## config.mk

```make
export PLATFORM = sky130hd
export DESIGN_NAME = pe_nic
export DESIGN_NICKNAME = d
export VERILOG_FILES = /design/src/rtl/noc_pkg.sv /design/src/rtl/nic_chan_buf.sv /design/src/rtl/pe_nic.sv
export SDC_FILE = /design/constraint.sdc
export NUM_CORES = 1
export LEC_CHECK = 0
export CAP_MARGIN = 40
export CORE_ASPECT_RATIO = 1.75
export CORE_MARGIN = 1.5
export CORE_UTILIZATION = 40
export DETAILED_ROUTE_END_ITERATION = 10
export PLACE_DENSITY = 0.76
export SETUP_SLACK_MARGIN = 0.02
export SLEW_MARGIN = 20
export SYNTH_ARGS = -nofsm -noshare
export SYNTH_HDL_FRONTEND = slang
export SYNTH_SLANG_ARGS = --single-unit
```

## constraint.sdc

```tcl
create_clock -name clk -period 1.7 [get_ports clk]
set_clock_uncertainty 0.15 [all_clocks]
set_input_delay 0.51 -clock clk [delete_from_list [all_inputs] [get_ports clk]]
set_output_delay 0.51 -clock clk [all_outputs]
set_load 0.05 [all_outputs]
```

## src/rtl/noc_pkg.sv

```systemverilog
// Shared NoC definitions: packet geometry, NIC register map, header fields
// and the channel-buffer state encoding.
package noc_pkg;

  localparam int unsigned PACKET_SIZE = 64;

  localparam int unsigned ADDR_IB  = 0;
  localparam int unsigned ADDR_IBS = 1;
  localparam int unsigned ADDR_OB  = 2;
  localparam int unsigned ADDR_OBS = 3;

  localparam int unsigned VC        = 63;
  localparam int unsigned HDIR      = 62;
  localparam int unsigned VDIR      = 61;
  localparam int unsigned HHOP_MSB  = 55;
  localparam int unsigned HHOP_LSB  = 52;
  localparam int unsigned VHOP_MSB  = 51;
  localparam int unsigned VHOP_LSB  = 48;
  localparam int unsigned SRC_MSB   = 47;
  localparam int unsigned SRC_LSB   = 32;
  localparam int unsigned DST_MSB   = 31;
  localparam int unsigned DST_LSB   = 16;

  typedef enum logic {
    BUF_EMPTY = 1'b0,
    BUF_FULL  = 1'b1
  } buf_state_e;

endpackage

```

## src/rtl/nic_chan_buf.sv

```systemverilog
// One-entry channel buffer: EMPTY/FULL FSM plus data register.
// A load while FULL is ignored; the caller decides whether that is an error.
module nic_chan_buf #(
  parameter int unsigned W = 64
) (
  input  logic         clk,
  input  logic         reset,
  input  logic         load,
  input  logic [W-1:0] load_data,
  input  logic         unload,
  output logic         full,
  output logic [W-1:0] data
);
  import noc_pkg::*;

  buf_state_e   state_q, state_d;
  logic [W-1:0] data_q;

  always_ff @(posedge clk or negedge reset) begin
    if (!reset) state_q <= BUF_EMPTY;
    else        state_q <= state_d;
  end

  always_comb begin
    state_d = state_q;
    unique case (state_q)
      BUF_EMPTY: if (load)   state_d = BUF_FULL;
      BUF_FULL:  if (unload) state_d = BUF_EMPTY;
      default:               state_d = BUF_EMPTY;
    endcase
  end

  always_comb begin
    full = (state_q == BUF_FULL);
  end

  always_ff @(posedge clk or negedge reset) begin
    if (!reset)                             data_q <= '0;
    else if (state_q == BUF_EMPTY && load) data_q <= load_data;
  end

  assign data = data_q;

endmodule

```

## src/rtl/pe_nic.sv

```systemverilog
// PE-side network interface: 2-bit register window over an eject buffer (IB)
// and an inject buffer (OB) facing the local router port.
module pe_nic #(
  parameter int unsigned PACKET_SIZE = 64,
  parameter int unsigned ADDR_W      = 2
) (
  input  logic                   clk,
  input  logic                   reset,
  input  logic [ADDR_W-1:0]      addr,
  input  logic [PACKET_SIZE-1:0] d_in,
  output logic [PACKET_SIZE-1:0] d_out,
  input  logic                   nicEn,
  input  logic                   nicWrEn,
  output logic                   net_so,
  input  logic                   net_ro,
  output logic [PACKET_SIZE-1:0] net_do,
  input  logic                   net_si,
  output logic                   net_ri,
  input  logic [PACKET_SIZE-1:0] net_di,
  input  logic                   net_polarity
);
  import noc_pkg::*;

  logic                   rd_en, wr_en;
  logic                   ib_load, ib_unload, ib_full;
  logic                   ob_load, ob_full;
  logic [PACKET_SIZE-1:0] ib_data, ob_data, rd_data, d_out_q;
  logic                   overflow_q;

  assign rd_en = nicEn & ~nicWrEn;
  assign wr_en = nicEn &  nicWrEn;

  // net_ri comes straight from the IB state register, so a read on the same
  // edge as net_si never captures: the buffer still looks full at that edge.
  assign net_ri    = ~ib_full;
  assign ib_load   = net_si & net_ri;
  assign ib_unload = rd_en & (addr == ADDR_W'(ADDR_IB));

  assign ob_load = wr_en & (addr == ADDR_W'(ADDR_OB));
  assign net_so  = ob_full & net_ro & (net_polarity == ob_data[VC]);
  assign net_do  = ob_data;

  nic_chan_buf #(.W(PACKET_SIZE)) u_ib (
    .clk       (clk),
    .reset     (reset),
    .load      (ib_load),
    .load_data (net_di),
    .unload    (ib_unload),
    .full      (ib_full),
    .data      (ib_data)
  );

  nic_chan_buf #(.W(PACKET_SIZE)) u_ob (
    .clk       (clk),
    .reset     (reset),
    .load      (ob_load),
    .load_data (d_in),
    .unload    (net_so),
    .full      (ob_full),
    .data      (ob_data)
  );

  // A write judged against a FULL OB is dropped even if it drains this edge.
  always_ff @(posedge clk or negedge reset) begin
    if (!reset)                                      overflow_q <= 1'b0;
    else if (ob_load && ob_full)                     overflow_q <= 1'b1;
    else if (rd_en && addr == ADDR_W'(ADDR_OBS))     overflow_q <= 1'b0;
  end

  always_comb begin
    rd_data = '0;
    if (addr == ADDR_W'(ADDR_IB)) begin
      rd_data = ib_data;
    end else if (addr == ADDR_W'(ADDR_IBS)) begin
      rd_data[0] = ib_full;
    end else if (addr == ADDR_W'(ADDR_OBS)) begin
      rd_data[0] = ob_full;
      rd_data[1] = overflow_q;
    end
  end

  always_ff @(posedge clk or negedge reset) begin
    if (!reset)     d_out_q <= '0;
    else if (rd_en) d_out_q <= rd_data;
  end

  assign d_out = d_out_q;

endmodule

```

-- Word level (Yosys, flattened, before mapping)
Index checks and enable logic that the tools add are counted.
W data, S select, Z words.
- multiplexer cells: 13
- equal/unequal tests: 4
- reduce and logical (&&, ||, !) cells: 6
- bitwise operators: 10
- operators by type and width (cell ; number):
    $mux W62 ; 1
    $mux W1 ; 8
    $and A1 B1 Y1 ; 7
    $eq A2 B2 Y1 const B ; 2
    $logic_and A1 B1 Y1 ; 4
    $mux W2 ; 2
    $pmux W1 S2 ; 2
    $not A1 Y1 ; 3
    $eq A2 B1 Y1 const B ; 1
    $logic_not A2 Y1 ; 1
    $reduce_bool A2 Y1 ; 1
    $eq A1 B1 Y1 ; 1
- bits in registers: 195
- bits of input ports: 137
- output and inout port bits: 130
- word-level logic and storage cells: 39

-- Longest topological paths before layout
- depth in word-level cells: 5
- depth in mapped cells: 5
- depth with buffers taken out: 3

-- Cells and area by module
A second synthesis with hierarchy kept.
- cell total of the unflattened synthesis: 438
- area, all modules: 7867.5 sq um
- modules (own cells, without submodules) (module ; area an instance (sq um) ; seq. area each (sq um) ; cells an instance ; instances):
    nic_chan_buf ; 2730.1 ; 1626.6 ; 139 ; 2
    pe_nic ; 2407.3 ; 1626.6 ; 160 ; 1

-- Worst setup path before layout
Ideal clock, no wire load.
- kind: register to output
- start point: reg u_ob.data_q[63], in the netlist u_ob.data[63]
- end point: out net_so
- path buffers: 0
- slack: -0.234 ns
- data required time: 1.040 ns
- data arrival time: 1.274 ns
- cell stages (with the launch flop): 3
- path through: dfrtp_1 xnor2_1 and3_1
- cells in the longest elaborated chain, start to end: 2
- ends and longest elaborated chain (element ; line ; text):
    from (decl) ; nic_chan_buf.sv:17 ; logic [W-1:0] data_q;
    from (signal assigned) ; nic_chan_buf.sv:39 ; else if (state_q == BUF_EMPTY && load) data_q <= load_data;
    $eq A1 B1 Y1 ; pe_nic.sv:40 ; assign net_so = ob_full & net_ro & (net_polarity == ob_data[VC]);
    $and A1 B1 Y1 ; pe_nic.sv:40 ;
    to (decl) ; pe_nic.sv:14 ; output logic net_so,
Every way passes these cells.

-- Final worst setup path
Same ends and word-level chain as after synthesis.

==> flow_summary.yaml <==
sta:
  max_clock_freq_mhz: 500
  worst_slew_pin_slew_ns: 0.338
  relSlewSlack_pct: 77.4
  drv_slew: 0
  final-hold-violation-count: 0
  rsz0062_at_grt: "yes"
  worst_slack_ns: -0.299
  period_minus_slack_ns: 2.00
  fin_crit_sh_pct: 118
  tns_ns: -0.591
  setup_viol_count_final: 4
critical_path:
  crit_fanout: 2
  r2r_setup_slack_ns: 0.08
  path_class: "reg2out"
  critPathRequiredTime_ns: 1.04
  end_kind: "primary output"
  worst-r2r-cell-count: 4
  critPathLaunchType: "register"
  critPathArrivalTime_ns: 1.34
global_routing:
  grt_max_degree: 43
  grt_pass1_vias: 5764
  grt_pass1_wl_um: 32100
  antenna_found_initial: 0
  globalRouteOverflowTotal: 0
  grt_usage_pct: 22.1
detailed_routing:
  vias: 5251
  vias_per_cell: 5.02
  routedWlPerCell_um: 20.1
  first_pass_iters: 5
  dr.first_iter.drc_count: 136
  drc: 0
  antenna_left: 0
  finalWirelength_um: 21000
synth:
  synth_cells: 437
  syn_area_per_cell_um2: 16.8
  netlist_top_cells_area: "dfrtp_1 (66%), mux2_2 (13%), mux2_4 (8.2%)"
  synth_edf_count: 0
  synth_top_cell_area_share_pct: 66.4
  synthArstFlopShare_pct: 100
  synth.distinct_cells: 26
  synthFlopType: "dfrtp_1"
  netlist_area_um2: 7350
  yosys.area.top_type: "dfrtp_1"
  ys_warn_count: 0
  yosysSeqAreaShare_pct: 66.4
  syn_nets: 574
  ys_ff_latch: 195
power:
  p_sw_uw: 8910
  peakVddDrop_uv: 1100
  pwr-share-seq_pct: 33.0
  switching_share_pct: 36.4
  powerDensity_nw_per_um2: 1880
  intPower_uw: 15600
  p_leak_uw: 0.00586
  power.share.combinational_pct: 50.6
  clkPwrFrac_pct: 16.4
floorplan:
  rows: 65
  dieArea_um2: 19200
  core_area_um2: 18100
  die_h_um: 182
  ioPinCount: 267
  dieWidth_um: 105
  start_util_pct: 40.7
min_path:
  min_path_cells: 1
  hold_class: "reg2reg"
cells_and_area:
  final-seq-area_um2: 4880
  syn_to_final_growth_pct: 77.6
  fillers: 1146
  final_util_pct: 72.3
  diodes: 0
  multi_input_area_um2: 2330
  drive_gt1_share_pct: 49.4
  final_nets: 936
run_status:
  outcome: "finished with violations"
  violations: "setup timing"
cts:
  cts-root-buf: "clkbuf_16"
  cts_tree: "built"
  numCtsBuffers: 17
  cts.sinks: 195
  cts_htree_levels: 4
  cts_buffer_depth: 2
  clk_latency_ns: 0.44
  clk_pin_slew_ns: 0.07
placement:
  port_buffers: 266
  gp_congestion: 0.767
  post-place-ws_ns: -0.636
  hpwl_um: 14700
run:
  drv_cap: 0
[per-stage QoR]
stage	cell area, um^2	hold slack [ns]	total power (uW)	std cells
after floorplan	7380	0.0644	13400	437
after global placement	11800	0.298	19400	938
after detailed placement	11800	0.300	19700	938
after CTS	12700	0.343	24200	1005
after global routing	13100	0.347	25400	1046
final	13100	0.339	24500	1046
[what timing repair did]
action | 4_1_cts | 5_1_grt
pin swaps | 3 | 1
setup buffers | 34 | 39
hold buffers | 1 | 0
endpoints found under the setup margin | 258 | 210
endpoints found under the hold margin | 28 | 0
resized for setup | 9 | 8
gates cloned | 0 | 2
[final timing paths]
kind	from	end
max	u_ob.data[63]$_DFFE_PN0P_	net_so
min	u_ib.data[52]$_DFFE_PN0P_	d_out[52]$_DFFE_PN0P_
max reg2reg	u_ob.full$_DFF_PN0_	u_ob.data[32]$_DFFE_PN0P_
min reg2reg	u_ib.data[52]$_DFFE_PN0P_	d_out[52]$_DFFE_PN0P_
max in group asynchronous	reset	d_out[15]$_DFFE_PN0P_
min in group asynchronous	reset	u_ob.data[51]$_DFFE_PN0P_
[cells by family (layout without fill, tap and decap cells)]
logic type | after synthesis | count (layout) | share of synthesized area [%]
flip-flops | 195 | 195 | 66.4
buffers and inverters | 30 | 405 | 2.43
AND/OR/NAND/NOR | 11 | 11 | 1.04
multiplexers | 129 | 129 | 21.8
AO/OA/AOI/OAI | 71 | 71 | 8.21
XOR/XNOR | 1 | 1 | 0.119
[final cells by class]
class                      count  share of cell area (%)
timing repair buffer         371                    37.9
sequential                   195                    37.4
multi-input combinational    212                    17.8
clock buffer                  21                    3.60
tap                          234                    2.24
clock inverter                11                   0.968
inverter                       2                  0.0575
[layout by cell type (no fill, tap or decap), types with 3 or more instances in the layout]
| master | Yosys | layout |
|---|---|---|
| dfrtp_1 | 195 | 193 |
| buf_12 | 0 | 138 |
| clkdlybuf4s50_1 | 0 | 129 |
| buf_4 | 1 | 88 |
| mux2_2 | 83 | 83 |
| a22o_1 | 62 | 62 |
| mux2_4 | 40 | 42 |
| clkbuf_16 | 0 | 19 |
| clkinvlp_4 | 0 | 7 |
| dlygate4sd2_1 | 0 | 5 |
| mux2_1 | 6 | 4 |
| clkbuf_8 | 0 | 4 |
| o21ai_0 | 3 | 3 |
| buf_6 | 6 | 3 |
[cells in the mapped netlist, types with 3 or more instances]
cell and number:
a22o_1 62, buf_1 4, buf_2 14, buf_6 6, clkbuf_1 3, dfrtp_1 195
mux2_1 6, mux2_2 83, mux2_4 40, o21ai_0 3
[registers in the layout, summed over array words and instances, names as in the netlist]
| signal | cells |
|---|---|
| u_ib.data | 64 |
| u_ob.full | 1 |
| u_ob.data | 64 |
| d_out | 64 |
| overflow_q | 1 |
| u_ib.full | 1 |
[per-layer routing]
layer,track usage [%],routed length [um]
met5,0,0
met4,11.1,781
met3,5.46,1070
met2,39.4,11600
met1,24.1,7580
[worst max-delay path, cell delays in order (launching register included)]
cell and delay, ns:
dfrtp_1 0.40, xnor2_1 0.13, and3_4 0.24, buf_12 0.14
[power by group through the flow]
stage	Combinational, uW	Clock (uW)	Sequential (uW)
after floorplan	2400	0	11000
after global placement	11300	0	8050
after detailed placement	11600	0	8180
after CTS	12000	4120	8080
after global routing	12800	4270	8310
final	12400	4000	8080
Power figures use the tool's default switching activity.
